File: src/rtl/csa_accum_sequencer.sv
// Collects up to N_TERMS partial-product words onto the carry-save tree inputs, waits out the tree latency,
// then resolves sum+carry into one result per group. Optional single-word bypass: CSA_SEQ_BYPASS_EN.
module csa_accum_sequencer #(
    parameter int N_TERMS = 12,
    parameter int WIDTH   = 48,
    parameter int CSA_LAT = 1
) (
    input  logic             clk,
    input  logic             nreset,
    input  logic             in_valid,
    output logic             in_ready,
    input  logic [WIDTH-1:0] in_data,
    input  logic             in_last,
    output logic [WIDTH-1:0] csa_product [0:N_TERMS-1],
    input  logic [WIDTH-1:0] csa_sum,
    input  logic [WIDTH-1:0] csa_carry,
    output logic             out_valid,
    input  logic             out_ready,
    output logic [WIDTH-1:0] out_data,
    output logic [3:0]       out_count,
    output logic             busy
);

    localparam int CW = (CSA_LAT < 1) ? 1 : $clog2(CSA_LAT + 1);
    localparam logic [3:0] LAST_SLOT = 4'(N_TERMS - 1);

    typedef enum logic [1:0] {
        ST_FILL,
        ST_WAIT,
        ST_OUT
    } state_t;

    state_t           state_q, state_d;
    logic [WIDTH-1:0] bank_q [0:N_TERMS-1];
    logic [WIDTH-1:0] bank_d [0:N_TERMS-1];
    logic [3:0]       slot_q, slot_d;
    logic [CW-1:0]    wait_q, wait_d;
    logic [WIDTH-1:0] out_data_q, out_data_d;
    logic [3:0]       out_count_q, out_count_d;

    always_comb begin
        state_d     = state_q;
        bank_d      = bank_q;
        slot_d      = slot_q;
        wait_d      = wait_q;
        out_data_d  = out_data_q;
        out_count_d = out_count_q;

        case (state_q)
            ST_FILL: begin
                if (in_valid) begin
`ifdef CSA_SEQ_BYPASS_EN
                    // A lone word needs no tree reduction: forward it and leave the bank untouched.
                    if (in_last && slot_q == 4'd0) begin
                        out_data_d  = in_data;
                        out_count_d = 4'd1;
                        state_d     = ST_OUT;
                    end else
`endif
                    begin
                        bank_d[slot_q] = in_data;
                        slot_d         = slot_q + 4'd1;
                        if (in_last || slot_q == LAST_SLOT) begin
                            state_d     = ST_WAIT;
                            wait_d      = CW'(CSA_LAT);
                            out_count_d = slot_q + 4'd1;
                        end
                    end
                end
            end
            ST_WAIT: begin
                if (wait_q == '0) begin
                    out_data_d = csa_sum + csa_carry;
                    state_d    = ST_OUT;
                end else begin
                    wait_d = wait_q - CW'(1);
                end
            end
            ST_OUT: begin
                // Unused slots must be zero for the next early-closed group to sum correctly.
                if (out_ready) begin
                    for (int i = 0; i < N_TERMS; i++) begin
                        bank_d[i] = '0;
                    end
                    slot_d  = '0;
                    state_d = ST_FILL;
                end
            end
            default: begin
                state_d = ST_FILL;
            end
        endcase
    end

    always_ff @(posedge clk or negedge nreset) begin
        if (!nreset) begin
            state_q <= ST_FILL;
            for (int i = 0; i < N_TERMS; i++) begin
                bank_q[i] <= '0;
            end
            slot_q      <= '0;
            wait_q      <= '0;
            out_data_q  <= '0;
            out_count_q <= '0;
        end else begin
            state_q     <= state_d;
            bank_q      <= bank_d;
            slot_q      <= slot_d;
            wait_q      <= wait_d;
            out_data_q  <= out_data_d;
            out_count_q <= out_count_d;
        end
    end

    assign csa_product = bank_q;
    assign in_ready    = (state_q == ST_FILL);
    assign out_valid   = (state_q == ST_OUT);
    assign busy        = (state_q != ST_FILL);
    assign out_data    = out_data_q;
    assign out_count   = out_count_q;

endmodule

File: config.mk
export PLATFORM = sky130hd
export DESIGN_NAME = csa_accum_sequencer
export DESIGN_NICKNAME = d
export VERILOG_FILES = /design/src/rtl/csa_accum_sequencer.sv
export SDC_FILE = /design/constraint.sdc
export NUM_CORES = 1
export LEC_CHECK = 0
export CAP_MARGIN = 10
export CORE_MARGIN = 2
export CORE_UTILIZATION = 25
export DETAILED_ROUTE_END_ITERATION = 10
export PLACE_DENSITY = 0.57
export SLEW_MARGIN = 30
export SYNTH_ARGS = -nofsm -noshare
export SYNTH_HDL_FRONTEND = slang
export SYNTH_SLANG_ARGS = --single-unit
File: constraint.sdc
create_clock -name clk -period 2.54 [get_ports clk]
set_clock_uncertainty 0.05 [all_clocks]
set_input_delay 0.508 -clock clk [delete_from_list [all_inputs] [get_ports clk]]
set_output_delay 0.508 -clock clk [all_outputs]
set_load 0.02 [all_outputs]
# Yosys cells after proc, flatten, opt, wreduce, memory -nomap -nowiden
# Cells that the tools add are included.
# classes
add_sub_neg,3
multipliers,0
div_mod_pow,0
magnitude_cmp,2
n_eq_ne,7
shift,0
muxes,18
bitwise,2
n_reduce_logical,11
# ops
cell,n
$mux 576,2
$pmux 576 s2,1
$bwmux 576,1
$demux 48 s4,1
$add 48x48->48,1
$mux 48,1
$reduce_and 3->1,3
$mux 2,4
$mux 4,2
$pmux 4 s2,1
$pmux 2 s3,1
$reduce_bool 2->1,3
$ge 5x5->1 const B,1
$lt 5x1->1 const B,1
$not 4->5,1
$add 4x1->4 const B,1
$eq 4x4->1 const B,1
$ne 2x1->1 const B,2
$ne 2x2->1 const B,2
$reduce_and 4->1,1
$mux 1,3
$eq 2x1->1 const B,1
$eq 2x2->1 const B,1
$logic_not 2->1,1
other kinds (6),6
# word_totals
reg_bits,635
latch_bits,0
mem_bits_rw,0
romBits,0
inputBits,149
out_inout_bits,631
elab_cells,60
memories,0

# Longest topological paths before layout
# logic_depth
ltp_word,8
ltp_mapped,11
depth_no_buf,11

# Worst setup path before layout
# Ideal clock, no wire load.
# synth_timing
kind,in2reg
start,input port csa_sum[0]
end,register out_data_q[44] (netlist: out_data[44])
setup_time_ns,0.126
arrival_ns,2.604
t_required_ns,2.364
path_slack_ns,-0.240
stages,10
path_buffers,0
path_cell_list,ha_1 -> fa_1 -> a211oi_1 -> nor3_1 -> o21ai_1 -> a21oi_1 -> o211ai_1 -> a21oi_1 -> nand2b_1 -> a221o_1
# synth_between
elab_chain_len,1
# synth_lines
item,line_no,text
start: declaration,15,"input logic [WIDTH-1:0] csa_sum,"
$add 48x48->48,73,out_data_d = csa_sum + csa_carry;
end signal: assignment,110,out_data_q <= out_data_d;
end: declaration,38,"logic [WIDTH-1:0] out_data_q, out_data_d;"
# Every way passes these cells.
# A chain may end at the register's enable or synchronous reset.

# Worst setup path in the final report
# layout_timing
start,input port csa_carry[17]
end,register out_data_q[46] (netlist: out_data[46])
# layout_between
elab_chain_len,1
# layout_lines
item,line_no,text
start: declaration,16,"input logic [WIDTH-1:0] csa_carry,"
$add 48x48->48,73,
# Every way passes these cells.

==> metrics.md <==
| Metric | Value |
|---|---|
| Status | completed |
| CTS root buf | clkbuf_16 |
| CTS Buf Count | 76 |
| Ports | 780 |
| Footprint of the multi-input gates | 9310 sq um |
| Period minus WS final | 2500 ps |
| Total placed instance area | 36900 sq um |
| Seq cells post-synth | 635 |
| Pin count of the biggest net entering global routing | 61 |
| Top cells by count, synth | dfrtp_1, a22o_1, clkbuf_1 |
| Asr flop ratio synth | 1.00 |
| Slew Limit Fails | 0 |
| # nets final | 3138 |
| Slew @ Worst Pin | 920 ps |
| Max stage delay on crit path | 400 ps |
| Core Util, Final | 0.399 |
| Cell Area, Synth | 25400 sq um |
| CP max-delay cell | clkdlybuf4s50_1 |
| Critical Path Start Type | primary input |
| Clock Path Buffers | 3 |
| Final instance area | 40100 sq um |
| Routability congestion estimate | 0.931 |
| Synth area leaders | dfrtp_1, a22o_1, clkbuf_1 |
| Core area | 100000 sq um |
| Post-synthesis net count | 2202 |
| Dominant synthesized flop cell | dfrtp_1 |
| H-Tree Depth | 3 |
| DRC Markers | 0 |
| DIE AREA | 104000 sq um |
| CP delay by family, top | compound AO/OA/AOI/OAI gates |
| Hold Violations, Final | 0 |
| Sink Count | 635 |
| Drt pass-1 iters | 5 |
| CTS tree | yes |
| Top cell type's share of synthesized area | 0.625 |
| Crit share post-route | 0.984 |
| Max-Cap Viols | 0 |
| Vias per cell | 5.04 |
| Initial Util | 0.253 |
| Worst EP arrival | 2970 ps |
| Syn Inst Count | 2001 |
| Hold Path Origin | csa_carry[0] |
| Buf/Inv on CP | 3 |
| Clk slew on worst S/H paths | 50 ps |
| FP Rows | 116 |
| Post-detailed-route wirelength per cell | 28.1 um |
| CP startpoint | csa_carry[17] |
| Overall die height | 323 um |
| Gr usage total | 0.229 |
| Number of synthesized flops with an enable pin | 0 |
| Number of setup violations in the final report | 0 |
| Crit Path Max Fanout | 5 |
| HPWL Detailed | 85.7 mm |
| Initial antenna violation count | 7 |
| Area leader, netlist | dfrtp_1 |
| Tot Pwr | 0.0535 W |
| Ys Warns | 0 |
| F_max | 400 MHz |
| Clk_lat worst skew | 630 ps |
| Number of fill cells in the layout | 9682 |
| Maximum VDD drop | 0.863 mV |
| Hold_ws | 198 ps |
| First-pass GRT wire length | 171 mm |
| Worst hold path class | in -> reg |
| Vias | 22000 |
| Cell breakdown of the critical path | clkdlybuf4s50_1 > ha_1 > nand4_1 > o31a_1 > o31ai_4 > buf_4 > nor2_2 > o21a_1 > buf_4 > o21ai_1 > xnor2_1 > o21ai_1 |
| Seq/Total Area, Yosys | 0.625 |
| Detail Route Antenna Nets | 0 |
| Leakage | 18.3 nW |
| Syn Area/Cell | 12.7 sq um |
| CP Capture Type | flip-flop |
| Cell Pwr Density | 1340 nW/um^2 |
| Worst rel slew slack | 0.387 |
| WP data required | 3010 ps |
| Die X-Extent | 323 um |
| Worst reg2reg path startpoint | state_q[0] |
| Critical path type | in -> reg |
| Count leader, synth | dfrtp_1 |
| Buffers on Ports | 779 |
| Post-synth cell types | 52 |
| Total grt overflow | 0 |
| Share of cells above drive strength 1 | 0.168 |
| Register area | 15900 sq um |
| DRT Wirelength | 123 mm |
| Vias in the first global route | 22100 |
| 1st-iter DRT viols | 1917 |
| Layout overhead on the synthesized area | 57.5% |
-- state kept, by name, summed over array words and instances (netlist names) --
signal and flops:
wait_q 1, slot_q 4, csa_product 576, state_q 2
out_count 4, out_data 48
-- tightest hold or removal path: stages --
cell and delay (ps):
clkbuf_2 110, ha_4 140, nand2_1 50, nand2_1 50
-- placed cells by master (no fill, tap or decap), drive strengths merged, types with 8 or more instances in the layout --
| cell type | netlist | final |
|---|---|---|
| nand2 | 104 | 104 |
| dlymetal6s2s | 0 | 28 |
| and2 | 15 | 15 |
| inv | 17 | 21 |
| a22o | 576 | 576 |
| dfrtp | 635 | 635 |
| clkbuf | 188 | 111 |
| buf | 16 | 284 |
| a21o | 19 | 19 |
| a21oi | 60 | 60 |
| o21bai | 9 | 9 |
| a31oi | 9 | 9 |
| xor2 | 21 | 21 |
| clkinv | 0 | 13 |
| bufinv | 0 | 10 |
| ha | 51 | 51 |
| nor2 | 32 | 32 |
| and3 | 50 | 50 |
| o21ai | 93 | 93 |
| nand4 | 13 | 13 |
| xnor2 | 22 | 22 |
| clkdlybuf4s50 | 0 | 742 |
| nand3 | 8 | 8 |
| nor3 | 13 | 13 |
-- layout make-up --
cell class | instances | share of cell area
flip-flops and latches | 635 | 0.397
well taps | 1357 | 0.0424
clock inverters | 31 | 0.0125
inverters | 17 | 0.00159
clock buffers | 108 | 0.0545
multi-input cells | 1145 | 0.232
repair buffers | 1062 | 0.259
diodes | 7 | 0.000437
-- stage by stage --
stage | TNS, ps | std cells | setup slack, ps
global placement | -28010 | 4209 | -996
global route | -9.05 | 4358 | -8.78
detailed placement | -28770 | 4209 | -1020
finish | 0 | 4362 | 41.4
floorplan | -170 | 2001 | -70.8
CTS | -9.22 | 4351 | -9.22
-- cell families (layout without fill, tap and decap cells) --
group,Yosys count,after routing,share of synthesized area
fa+ha+maj,52,52,0.0259
flops,635,635,0.625
other cells,0,7,0
compound gates,803,803,0.254
mux,1,1,0.000443
simple gates,246,246,0.0467
buf+inv,221,1218,0.0328
xor+xnor,43,43,0.0148
-- timing repair --
item,4_1_cts,5_1_grt
gates resized for setup,20,80
pin swaps,6,38
setup buffers,2,4
endpoints found under the setup margin,23,23
hold buffers,1,0
hold endpoints to repair,37,0
-- where the power goes --
part           switching (W)  internal, W  leakage (nW)
Combinational         0.0143       0.0110          8.49
Sequential           0.00247       0.0139          8.52
Clock                0.00468      0.00708          1.30
Total                 0.0214       0.0320          18.3
-- path summary, 6_finish.rpt --
check / end / slack (ps) / cells after the start
worst min-delay path: out_data[0] / 200 / 4
worst min register to register: out_data[43] / 430 / 2
min in group asynchronous: csa_product[571] / 400 / 2
worst max-delay path: out_data[46] / 40 / 12
worst max register to register: csa_product[47] / 330 / 8
max in group asynchronous: csa_product[120] / 1120 / 4
-- routing by layer --
metal  vias up  routed length [um]  GRT usage
li1       9395                   -          -
met1     11400               51500      0.298
met2       967               57800      0.370
met3       222                7860     0.0471
met4         2                5400     0.0958
met5         -                  13          0
(Power assumes the default switching activity.)
==> variant 1 (same settings) <==
`N_TERMS`: 12 -> 6.
--- a/src/rtl/csa_accum_sequencer.sv
+++ b/src/rtl/csa_accum_sequencer.sv
@@ -2,5 +2,5 @@
 // then resolves sum+carry into one result per group. Optional single-word bypass: CSA_SEQ_BYPASS_EN.
 module csa_accum_sequencer #(
-    parameter int N_TERMS = 12,
+    parameter int N_TERMS = 6,
     parameter int WIDTH   = 48,
     parameter int CSA_LAT = 1
Ports: changed (resized csa_product); port bits go from 780 to 492. No check against the original RTL was run, so the function may have changed too.
==> variant 1 against the unedited design <==
- the run now ends with negative setup slack left
- design area fell by 39%
- routed wire length fell by 51%
- count of clock-buffer cells in the layout fell by 52
- synthesized area fell by 41%
- cell count fell by 38%
- synthesized cell count fell by 37%
- sequential power fell by 41%
- sequential cell count fell by 288
- worst setup slack got worse by 46 ps
- register-to-register slack improved by 20 ps
- combinational power fell by 40%
- power fell by 41%
- critical path type unchanged
- critical endpoint unchanged
==> variant 1: results (changes against the unedited design) <==
status finished with violations (was finished, final reports clean); violated checks negative setup slack; placed instance area 22400 um^2 (was 36900 um^2); Setup TNS -4.88 ps (was 0 ps); synth cell count leaders dfrtp_1 (347), a22o_1 (288), nand2_1 (94) (was dfrtp_1 (635), a22o_1 (576), clkbuf_1 (188)); worst slew pin tran 774 ps (was 920 ps); final HPWL from detailed placement 41900 um (was 85700 um); peak supply drop 0.442 mV (was 0.863 mV); Synth area leaders dfrtp_1 (57%), a22o_1 (17%), ha_1 (4.1%), nand2_1 (2.3%), o21ai_0 (2.1%) (was dfrtp_1 (62%), a22o_1 (20%), clkbuf_1 (2.8%), ha_1 (2.5%), nand2_1 (1.5%)); layout cells sized above 1 19.7% (was 16.8%); footprint of the multi-input gates 6690 um^2 (was 9310 um^2); Final Non-Filler Cells 2720 (was 4362); # clock sinks 347 (was 635); Seq/Total Area, Yosys 57.4% (was 62.5%); multi-input gates 808 (was 1145); RePlAce Congestion 0.953 (was 0.931); chip width 250 um (was 323 um); crit path DAT 2930 ps (was 2970 ps); Clock buf/inv share 6.02% (was 6.70%); buffer share of cell area 27.0% (was 25.9%); worst hold path startpoint csa_sum[0] (was csa_carry[0]); vias 13.4k (was 22.0k); max FFs per register 288 (was 576); Wirelength per Cell 21.9 um (was 28.1 um); Slowest Stage Delay on Critical Path 370 ps (was 400 ps); Bufs on Longest Clock Path 3 (unchanged); number of global-route vias before repair 13.9k (was 22.1k); port buffer count 491 (was 779); drt first pass iters 5 (unchanged); initial antenna violation count 4 (was 7); Synth Area per Inst 12.0 um^2 (was 12.7 um^2); Inserted Diodes 2 (was 7); number of non-clock buffers 687 (was 1062); count of cell types in the netlist 74 (was 52); setup violators final 1 (was 0); Syn Nets 1464 (was 2202); global-route wire length before repair 88600 um (was 171000 um); Slowest-stage cell, CP fa_2 (was clkdlybuf4s50_1); final net count 2104 (was 3138); CTS Buf Count 41 (was 76); Non-clk invs 20 (was 17); crit-path max FO 3 (was 5); leak pwr 11.0 nW (was 18.3 nW); final worst slack -4.88 ps (was 41.4 ps); Initial DRC Count 780 (was 1917); Clock Latency Late Sink 560 ps (was 630 ps); Primary FF master, synth dfrtp_1 (unchanged); dpl cells 2632 (was 4209); H-tree depth 2 (was 3); FILL cells 5729 (was 9682); sequential share of cell area 35.4% (was 39.7%); Antenna Violating Nets Remaining 0 (unchanged); GRT Util Overall 18.5% (was 22.9%); DP Worst Slack -1020 ps (about the same); async set-reset flop share out of synthesis 100% (unchanged); CTS root buf clkbuf_16 (unchanged); # clk buffers 56 (was 108); largest net degree at the start of global routing 62 (was 61); Crit. Startpoint csa_carry[0] (was csa_carry[17])
variant 1: timing repair:
item,in CTS,in global routing
setup buffers,8,6
hold buffers,1,0
resized for setup,69,70
endpoints found under the setup margin,35,23
hold endpoints to repair,29,0
pin swaps,34,33
variant 1: logic make-up (layout without fill, tap and decap cells):
group	Yosys count	in the layout	synth area share, %
AO/OA/AOI/OAI	509	509	26.7
XOR/XNOR	44	44	2.55
adder cells (fa/ha/maj)	50	50	4.19
buffers and inverters	110	781	2.82
flip-flops	347	347	57.4
multiplexers	1	1	0.0662
other	0	2	0
AND/OR/NAND/NOR	204	204	6.25
variant 1: routing by layer:
layer,GRT usage [%],routed length [um],vias up
li1,-,-,6044
met3,4.71,4250,87
met5,0,30,-
met1,22.6,24200,6758
met4,5.83,1540,4
met2,32.0,29600,505
variant 1: through the flow:
stage          util [%]  total power [W]
6_report           40.8           0.0313
5_1_grt            40.8           0.0329
4_1_cts            40.2           0.0315
3_5_place_dp       37.3           0.0249
3_3_place_gp       37.3           0.0247
2_1_floorplan         -           0.0167
variant 1: tightest hold or removal path, stage by stage:
cell	delay (ps)
buf_6	70
ha_4	110
nand2_1	40
nand2_1	50
variant 1: final timing paths:
kind	end	slack, ps	cells past startpoint
max	out_data[46]$_DFFE_PN0P_	-5	14
min	out_data[0]$_DFFE_PN0P_	210	4
max reg2reg	csa_product[282]$_DFFE_PN0P_	350	6
min reg2reg	state_q[0]$_DFFE_PN0P_	430	1
max in group asynchronous	csa_product[91]$_DFFE_PN0P_	1230	4
min in group asynchronous	csa_product[244]$_DFFE_PN0P_	390	2
variant 1: power by group:
part / internal (W) / total (W) / switching (W)
Combinational: 0.00727 / 0.0152 / 0.00797
Sequential: 0.00803 / 0.00961 / 0.00159
Clock: 0.00395 / 0.00644 / 0.00249
Total: 0.0192 / 0.0313 / 0.0120
==> variant 2 (same settings) <==
Without the edit above. `out_data_q` no longer has a reset.
--- a/src/rtl/csa_accum_sequencer.sv
+++ b/src/rtl/csa_accum_sequencer.sv
@@ -101,5 +101,4 @@
             slot_q      <= '0;
             wait_q      <= '0;
-            out_data_q  <= '0;
             out_count_q <= '0;
         end else begin
@@ -108,7 +107,10 @@
             slot_q      <= slot_d;
             wait_q      <= wait_d;
-            out_data_q  <= out_data_d;
             out_count_q <= out_count_d;
         end
+    end
+
+    always_ff @(posedge clk) begin
+        out_data_q <= out_data_d;
     end
 
Check against the original RTL: differs if nreset is asserted again (counterexample within 4 cycles, from zero or initial values and one cycle with nreset low); with nreset held inactive, the same outputs for 4 cycles.
==> variant 2 against the unedited design <==
- the run now ends with negative setup slack left
- die area decreased by 0.58%
- synthesized area decreased by 0.58%
- via count decreased by 3.4%
- sequential cell count unchanged
- routed wire length decreased by 7.7%
- maximum frequency decreased by 12%
- worst setup slack got worse by 360 ps
- design area decreased by 1.4%
- power decreased by 5.1%
==> variant 2: results (changes against the unedited design) <==
synth cell count leaders dfrtp_1 (587), a22o_1 (577), clkbuf_1 (187) (was dfrtp_1 (635), a22o_1 (576), clkbuf_1 (188)); Post-Route WL 113000 um (was 123000 um); Clock Latency Late Sink 650 ps (was 630 ps); CTS Buf Count 74 (was 76); RePlAce Congestion 0.864 (was 0.931); NetSw 0.0200 W (was 0.0214 W); met3 WL post-DR 8490 um (was 7860 um); count of cell types in the netlist 54 (was 52); Seq pwr share 31.9% (was 30.7%); status finished with violations (was finished, final reports clean); Slowest-stage cell, CP or3b_4 (was clkdlybuf4s50_1); layout cells sized above 1 17.4% (was 16.8%); setup violators final 10 (was 0); final HPWL from detailed placement 77800 um (was 85700 um); met1 WL 47700 um (was 51500 um); global-route wire length before repair 160000 um (was 171000 um); metal2 WL 52200 um (was 57800 um); GRT Util Overall 21.2% (was 22.9%); Synth area leaders dfrtp_1 (58%), a22o_1 (20%), edfxtp_1 (5.7%), clkbuf_1 (2.8%), ha_1 (2.5%) (was dfrtp_1 (62%), a22o_1 (20%), clkbuf_1 (2.8%), ha_1 (2.5%), nand2_1 (1.5%)); GRT met3 Usage 5.34% (was 4.71%); async set-reset flop share out of synthesis 92.4% (was 100%); Post-synth EDFFs 48 (was 0); peak supply drop 0.688 mV (was 0.863 mV); M2 GR Usage 33.4% (was 37.0%); FILL cells 9575 (was 9682); initial antenna violation count 10 (was 7); Initial DRC Count 1777 (was 1917); Clock Power Share 21.6% (was 22.0%); crit-path max FO 3 (was 5); violated checks negative setup slack; number of gates resized after CTS 64 (was 20); Syn Nets 2100 (was 2202); Setup TNS -1580 ps (was 0 ps); vias 21.2k (was 22.0k); leak pwr 17.9 nW (was 18.3 nW); final worst slack -314 ps (was 41.4 ps)
==> variant 2: cell families after synthesis <==
logic type	Yosys count	share of synthesized area [%]
DFF	635	63.8
AOI/OAI and AO/OA	767	24.9
xor gates and xnor gates	44	1.52
muxes	1	0.0445
buffers and inverters	216	3.22
adders and majority gates	52	2.60
and+or+nand+nor	184	3.90
==> variant 2: per-stage QoR <==
step           util [%]  hold slack [ps]  cells  setup slack (ps)
2_1_floorplan         -              162   1899              -632
3_3_place_gp       36.5              422   4045             -1360
3_5_place_dp       36.5              430   4045             -1390
4_1_cts            39.3             28.8   4196              -263
5_1_grt            39.4             57.3   4205              -331
6_report           39.4             86.0   4208              -314
==> variant 2: path summary, 6_finish.rpt <==
check | start | to | slack [ps] | cells after the start
worst max-delay path | csa_carry[21] | out_data[44]$_DFFE_PP_ | -310 | 11
worst min-delay path | csa_sum[0] | out_data[0]$_DFFE_PP_ | 90 | 2
worst max register to register | slot_q[0]$_DFFE_PN0P_ | csa_product[448]$_DFFE_PN0P_ | 320 | 6
worst min register to register | out_count[0]$_DFFE_PN0P_ | out_count[0]$_DFFE_PN0P_ | 430 | 2
max in group asynchronous | nreset | csa_product[466]$_DFFE_PN0P_ | 1130 | 3
min in group asynchronous | nreset | csa_product[103]$_DFFE_PN0P_ | 330 | 2
==> variant 2: layout make-up <==
| type | instances | area, um^2 | area share (%) |
|---|---|---|---|
| Tap cell | 1298 | 1620 | 4.11 |
| Multi-Input combinational cell | 1048 | 8950 | 22.6 |
| Clock buffer | 110 | 2200 | 5.56 |
| Antenna cell | 6 | 15.0 | 0.0380 |
| Clock inverter | 22 | 312 | 0.789 |
| Timing Repair Buffer | 1075 | 10200 | 25.9 |
| Inverter | 14 | 52.6 | 0.133 |
| Sequential cell | 635 | 16100 | 40.8 |
